<file path="src/rtl/sid_pot_scan.sv">
// sid_pot_scan -- SID paddle (POTX/POTY) scan controller.
//
// Runs every pot channel in lockstep through a discharge phase and a
// charge-timing phase. Both phases are 256 phi2 ticks long. The first rise
// seen on each synchronized pad during the timing phase is latched into a
// shadow register. All channels are committed together in a one-CLK COMMIT
// state, which also pulses UPDATE.
//
// Ports:
//   CLK      system clock, rising edge
//   RST_N    asynchronous active-low reset
//   CLKen    phi2 tick, one CLK wide; every phase count advances on it
//   ENABLE   scan enable; low parks all channels discharged (IDLE)
//   POT_IN   raw pad inputs, asynchronous to CLK
//   POT_OE   1 = pull pad to ground, 0 = release pad
//   RD_SEL   channel select for RD_DATA
//   RD_DATA  committed value of the selected channel; 8'h00 when out of range
//   UPDATE   one-CLK pulse while the COMMIT state is active
//   TIMEOUT  per channel; 1 = last committed window saw no rise
module sid_pot_scan #(
  parameter int NUM_POTS = 2,
  parameter int SEL_W    = 1
) (
  input  logic                CLK,
  input  logic                RST_N,
  input  logic                CLKen,
  input  logic                ENABLE,
  input  logic [NUM_POTS-1:0] POT_IN,
  output logic [NUM_POTS-1:0] POT_OE,
  input  logic [SEL_W-1:0]    RD_SEL,
  output logic [7:0]          RD_DATA,
  output logic                UPDATE,
  output logic [NUM_POTS-1:0] TIMEOUT
);

  typedef enum logic [1:0] {
    S_IDLE,
    S_DISCHARGE,
    S_SAMPLE,
    S_COMMIT
  } state_t;

  state_t                   state_q;
  logic [7:0]               cnt_q;
  logic [NUM_POTS-1:0]      sync1_q;
  logic [NUM_POTS-1:0]      sync2_q;
  logic [NUM_POTS-1:0]      cap_q;
  logic [NUM_POTS-1:0]      cap_d;
  logic [NUM_POTS-1:0][7:0] shadow_q;
  logic [NUM_POTS-1:0][7:0] shadow_d;
  logic [NUM_POTS-1:0][7:0] commit_q;
  logic [NUM_POTS-1:0]      oe_q;
  logic [NUM_POTS-1:0]      timeout_q;
  logic                     update_q;
  logic                     last_tick;

  assign last_tick = (cnt_q == 8'hFF);

  // First-rise capture for the current tick. Already-captured channels keep
  // their value, so a drop and re-rise inside one window is ignored.
  always_comb begin
    cap_d    = cap_q;
    shadow_d = shadow_q;
    for (int i = 0; i < NUM_POTS; i++) begin
      if (!cap_q[i] && sync2_q[i]) begin
        cap_d[i]    = 1'b1;
        shadow_d[i] = cnt_q;
      end
    end
  end

  // Shadow values are data only. They are cleared on entry to SAMPLE and
  // only read behind cap_q, so they need no reset.
  always_ff @(posedge CLK) begin
    if (state_q == S_DISCHARGE && CLKen && last_tick) begin
      shadow_q <= '0;
    end else if (state_q == S_SAMPLE && CLKen) begin
      shadow_q <= shadow_d;
    end
  end

  always_ff @(posedge CLK or negedge RST_N) begin
    if (!RST_N) begin
      state_q   <= S_DISCHARGE;
      cnt_q     <= 8'h00;
      sync1_q   <= '0;
      sync2_q   <= '0;
      cap_q     <= '0;
      commit_q  <= '0;
      oe_q      <= '1;
      timeout_q <= '0;
      update_q  <= 1'b0;
    end else begin
      sync1_q  <= POT_IN;
      sync2_q  <= sync1_q;
      update_q <= 1'b0;
      unique case (state_q)
        S_IDLE: begin
          cnt_q <= 8'h00;
          oe_q  <= '1;
          if (ENABLE) state_q <= S_DISCHARGE;
        end
        S_DISCHARGE: begin
          if (!ENABLE) begin
            state_q <= S_IDLE;
            cnt_q   <= 8'h00;
            oe_q    <= '1;
          end else if (CLKen) begin
            // The 8-bit counter wraps 255 -> 0 on the phase change.
            cnt_q <= cnt_q + 8'd1;
            if (last_tick) begin
              cap_q   <= '0;
              oe_q    <= '0;
              state_q <= S_SAMPLE;
            end
          end
        end
        S_SAMPLE: begin
          if (!ENABLE) begin
            state_q <= S_IDLE;
            cnt_q   <= 8'h00;
            oe_q    <= '1;
          end else if (CLKen) begin
            cnt_q <= cnt_q + 8'd1;
            cap_q <= cap_d;
            if (last_tick) begin
              // Commit uses this tick's capture result, so a rise at
              // count 255 is committed. Committing on entry to COMMIT
              // makes RD_DATA/TIMEOUT change on the edge that raises UPDATE.
              for (int i = 0; i < NUM_POTS; i++) begin
                commit_q[i] <= cap_d[i] ? shadow_d[i] : 8'hFF;
              end
              timeout_q <= ~cap_d;
              update_q  <= 1'b1;
              oe_q      <= '1;
              state_q   <= S_COMMIT;
            end
          end
        end
        S_COMMIT: begin
          // A CLKen that arrives in this cycle is intentionally dropped.
          cnt_q   <= 8'h00;
          oe_q    <= '1;
          state_q <= ENABLE ? S_DISCHARGE : S_IDLE;
        end
        default: begin
          state_q <= S_IDLE;
          cnt_q   <= 8'h00;
          oe_q    <= '1;
        end
      endcase
    end
  end

  always_comb begin
    RD_DATA = 8'h00;
    for (int i = 0; i < NUM_POTS; i++) begin
      if (32'(RD_SEL) == i) RD_DATA = commit_q[i];
    end
  end

  assign POT_OE  = oe_q;
  assign UPDATE  = update_q;
  assign TIMEOUT = timeout_q;

endmodule

</file>
<file path="config.mk">
export PLATFORM = sky130hd
export DESIGN_NAME = sid_pot_scan
export DESIGN_NICKNAME = d
export VERILOG_FILES = /design/src/rtl/sid_pot_scan.sv
export SDC_FILE = /design/constraint.sdc
export NUM_CORES = 1
export LEC_CHECK = 0
export BUFFER_PORTS_ARGS = -buffer_cell sky130_fd_sc_hd__buf_2
export CAP_MARGIN = 15
export CORE_AREA = 2 2 95 97
export CTS_CLUSTER_SIZE = 12
export DETAILED_ROUTE_END_ITERATION = 10
export DIE_AREA = 0 0 97 99
export GPL_TIMING_DRIVEN = 0
export HOLD_SLACK_MARGIN = 0.03
export PLACE_DENSITY = 0.44
export SETUP_SLACK_MARGIN = 0.2
export SLEW_MARGIN = 20
export SYNTH_ARGS = -nofsm -noshare
export SYNTH_HDL_FRONTEND = slang
export SYNTH_SLANG_ARGS = --single-unit
</file>
<file path="constraint.sdc">
create_clock -name CLK -period 1.85 [get_ports CLK]
set_input_delay 0.2775 -clock CLK [delete_from_list [all_inputs] [get_ports CLK]]
set_output_delay 0.2775 -clock CLK [all_outputs]
set_load 0.03 [all_outputs]
</file>
### Word level (Yosys, flattened, before mapping)

Cells that the tools add are included.

* input bits: 7
* logic and storage cells: 76
* register bits after elaboration: 53

* bitwise gates (word level): 1
* add/sub/neg operators: 1
* reductions and logical operators: 15
* multiplexer cells: 32
* eq/ne operators: 15

Operator list (number)
* $mux W8: 7
* $mux W2: 14
* $pmux W8 S2: 1
* $ne A3 B3 Y1 const B: 5
* $ne A2 B2 Y1 const B: 6
* $add A8 B1 Y8 const B: 1
* $eq A8 B8 Y1 const B: 1
* $pmux W2 S4: 1
* $reduce_and A4 Y1: 2
* $mux W1: 7
* $pmux W2 S3: 1
* $reduce_and A6 Y1: 1
* $logic_and A1 B1 Y1: 5
* $reduce_and A5 Y1: 1
* $eq A2 B2 Y1 const B: 2
* $pmux W2 S2: 1
* $reduce_or A2 Y1: 2
* $eq A2 B1 Y1 const B: 1
* $logic_not A1 Y1: 2
* $logic_not A2 Y1: 1
* $not A2 Y2: 1
* $reduce_bool A2 Y1: 1

### Logic depth before layout (Yosys ltp)

* word-level depth: 6
* depth in mapped cells: 7
* depth with buffers taken out: 6

### Worst setup path after synthesis

No wires, ideal clock.

* path type: register to register
* from: register state_q[0]
* to: register state_q[0]
* stages on the path, launching flop included: 7
* clock period less this slack: 1793 ps
* arrival time: 1700 ps
* setup time: 93 ps
* data required time: 1757 ps
* slack: 57 ps
* cells stage by stage: dfstp_2 inv_1 ha_1 nor2_1 a31oi_4 or2_0 mux4_2

* word-level cells in the longest chain between the ends: 3

Ends and longest elaborated chain
* start, declared: RTL line 43 `state_t state_q;`
* start signal, assigned: RTL line 144 `state_q <= ENABLE ? S_DISCHARGE : S_IDLE;`
* $eq A2 B2 Y1 (tied with other cells): RTL line 97 `unique case (state_q)`
* $ne A3 B3 Y1 (no source line) or $ne A2 B2 Y1 (tied branches)
* $reduce_and A5 Y1 (no source line)

Parallel ways exist; a longest one is shown, timed or not.
A chain may end at the register's enable or synchronous reset.

### Worst setup path in the final report

Same ends and word-level chain as after synthesis.

==> out/results.ini <==
[run_status]
status=finished clean

[critical_path]
crit_cells=6
cp_num_buf_inv=1
rrSetupSlack_ns=0.17
crit_family=flip-flops
cp-endpoint=state_q[0]
cpMaxStageDelayCell=dfstp_2
cpPeakStageDelay_ns=0.59
endpoint_kind=flop
cp.arrival_ns=1.91
crit_fanout=4
criticalPathCategory=flop to flop
reg2reg_from=state_q[0]
reg2reg_depth=6
r2r_end=state_q[0]
path_cells=inv_4, ha_4, nor2_4, a31oi_4, or2_0, mux4_2
crit_start=state_q[0]
startpoint_type=flop
cp.required_ns=2.08

[sta]
final-setup-viol-count=0
relSlewSlack_pct=43.96
fin_ws_ns=0.1728
fmax_mhz=596.2
finalCriticalPeriod_ns=1.677
drv_slew=0
hold_viol=0
tns_ns=0
worstMarginPinSlew_ns=0.8406
clock_skew_ns=0.01057
rsz0062_at_grt=yes
fin_crit_sh_pct=90.66

[layout]
fin_util_pct=34.15
finalNetCount=309
regArea_sq_um=1230
fillCellCount=919
area_growth_pct=23.36
drive_gt1_share_pct=25.50
multiInputGateArea_sq_um=1076
num_antenna_cells=0

[placed_design]
place_hpwl_mm=4.010
gp_congestion=0.7884
portBuffers=18
pre_cts_slack_ns=-0.1264

[synth]
synth.area.mux_share_pct=5.603
syn_area_sq_um=2367
synth.most_common_cell=nand2_1
syn_nets=271
avgSynthCellArea_sq_um=9.140
synth-simple-area-share_pct=15.49
synth_edf_count=0
synth_area_leaders=dfrtp_1 (36%), dfxtp_1 (14%), a21oi_1 (9.3%)
synthTopCellsByCount=nand2_1 (56), a21oi_1 (44), dfrtp_1 (34)
syn_inst=259
synth_compound_area_share_pct=16.86
synth-xor-area-share_pct=2.220
synth_top_cell_by_area=dfrtp_1
ys_seq_area_share_pct=51.69
synth_top_area_share_pct=35.94
yosysWarnings=0
async_flop_share_pct=69.23
ys_types=34
synth-seq-cells=52
synth_top_family_by_area=compound AO/OA/AOI/OAI gates
synthFlopType=dfrtp_1
synthAdderAreaFrac_pct=2.643

[routing]
viasPerCell=4.547
drt-initial-drc-count=80
drc=0
vias=1846
drt_pass1_iterations=4
routedWlPerCell_um=14.12
ant_nets=0
wirelength_mm=5.733

[floorplanning]
start_util_pct=27.69
dieArea_sq_um=9603
ios=20
row_count=34
coreArea_sq_um=8551
die_h_um=99
fp.dieW_um=97

[clock_network]
cts_made_buffers=5
postCtsHoldBufs=0
htreeDepth=2
cts_buffer_depth=2
clock-sinks=52
clock_latency_ns=0.31
cts_root_buf=clkbuf_8
cts_tree=yes
clkTransAtPathRegs_ns=0.10

[global_routing]
grt_start_max_net_pins=37
grt_overflow=0
grt_pass1_vias=1844
antenna_found_initial=0
grt_pass1_wl_mm=9.784
grtUsageTotal_pct=12.88

[pwr]
cellPowerDensity_nw_per_um2=813.7
p_leak_nw=1.225
peakVddDrop_mv=0.3386

[flow_run]
maxCapViolCount=0

[worst_hold_path]
min_path_type=input pin to async pin

## worst min path at each step
| stage | start | endpoint |
|---|---|---|
| after CTS | POT_IN[1] | sync1_q[1] |
| after floorplan | RST_N | TIMEOUT[0] |
| after detailed placement | sync1_q[0] | sync2_q[0] |
| after global routing | POT_IN[1] | sync1_q[1] |
| final | RST_N | commit_q[6] |
| after global placement | sync1_q[1] | sync2_q[1] |
## per-stage QoR
stage	instances	hold WS [ns]	power (mW)	instance area, sq um
finish	406	0.05315	2.376	2920
global route	406	0.06117	2.510	2920
CTS	399	0.05984	2.353	2795
detailed placement	385	0.3373	1.599	2609
global placement	385	0.3330	1.594	2609
floorplan	259	-0.01809	1.498	2384
## cell families after synthesis
| family | after synthesis |
|---|---|
| xor gates and xnor gates | 6 |
| buffers and inverters | 30 |
| and+or+nand+nor | 83 |
| adders and majority gates | 5 |
| muxes | 11 |
| DFF | 52 |
| AOI/OAI and AO/OA | 72 |
## worst reg2reg max path: stages (launching register included)
cell and delay [ns]:
dfstp_2 0.59, inv_4 0.05, ha_4 0.17, nor2_4 0.09, a31oi_4 0.05, or2_0 0.20
mux4_2 0.45
## per-layer routing
layer	track usage (%)	vias up	part of all wire [%]
li1	-	954	-
met1	17.16	851	47
met2	20.99	34	48
met3	2.624	7	3.5
met4	4.334	0	1.5
met5	0	-	0
## flip-flops by register name, indices dropped and copies added (netlist names)
register  cells
commit_q     16
shadow_q     16
cnt_q         8
TIMEOUT       2
cap_q         2
state_q       2
sync1_q       2
sync2_q       2
POT_OE        1
UPDATE        1
## cells in the final DEF (no fill, tap or decap), drive strengths merged, types with 3 or more instances in the layout
cell / count
dfxtp: 16
o22ai: 3
clkbuf: 12
buf: 41
mux2: 8
nor2: 10
dfrtp: 34
inv: 14
nand2: 56
xnor2: 6
ha: 5
o21ai: 18
a21oi: 44
nand3: 3
## report_power, final
group | total, mW | switching, mW | internal (mW)
Combinational | 0.498 | 0.252 | 0.247
Sequential | 1.21 | 0.0333 | 1.18
Clock | 0.665 | 0.394 | 0.270
## layout make-up
type	instances	area share, %
buffer	15	3.813
clock buffer	6	2.485
clock inverter	2	0.5570
inverter	14	1.885
multi-input combinational	177	36.85
sequential	52	42.12
tap	108	4.627
timing repair buffer	32	7.669
## repair_timing
| item | CTS | global route |
|---|---|---|
| resized for setup | 16 | 18 |
| buffers inserted | 7 | 7 |
| endpoints found under the setup margin | 38 | 37 |
| pin swaps | 2 | 1 |
Note: power is estimated with default switching activity, not from simulation.
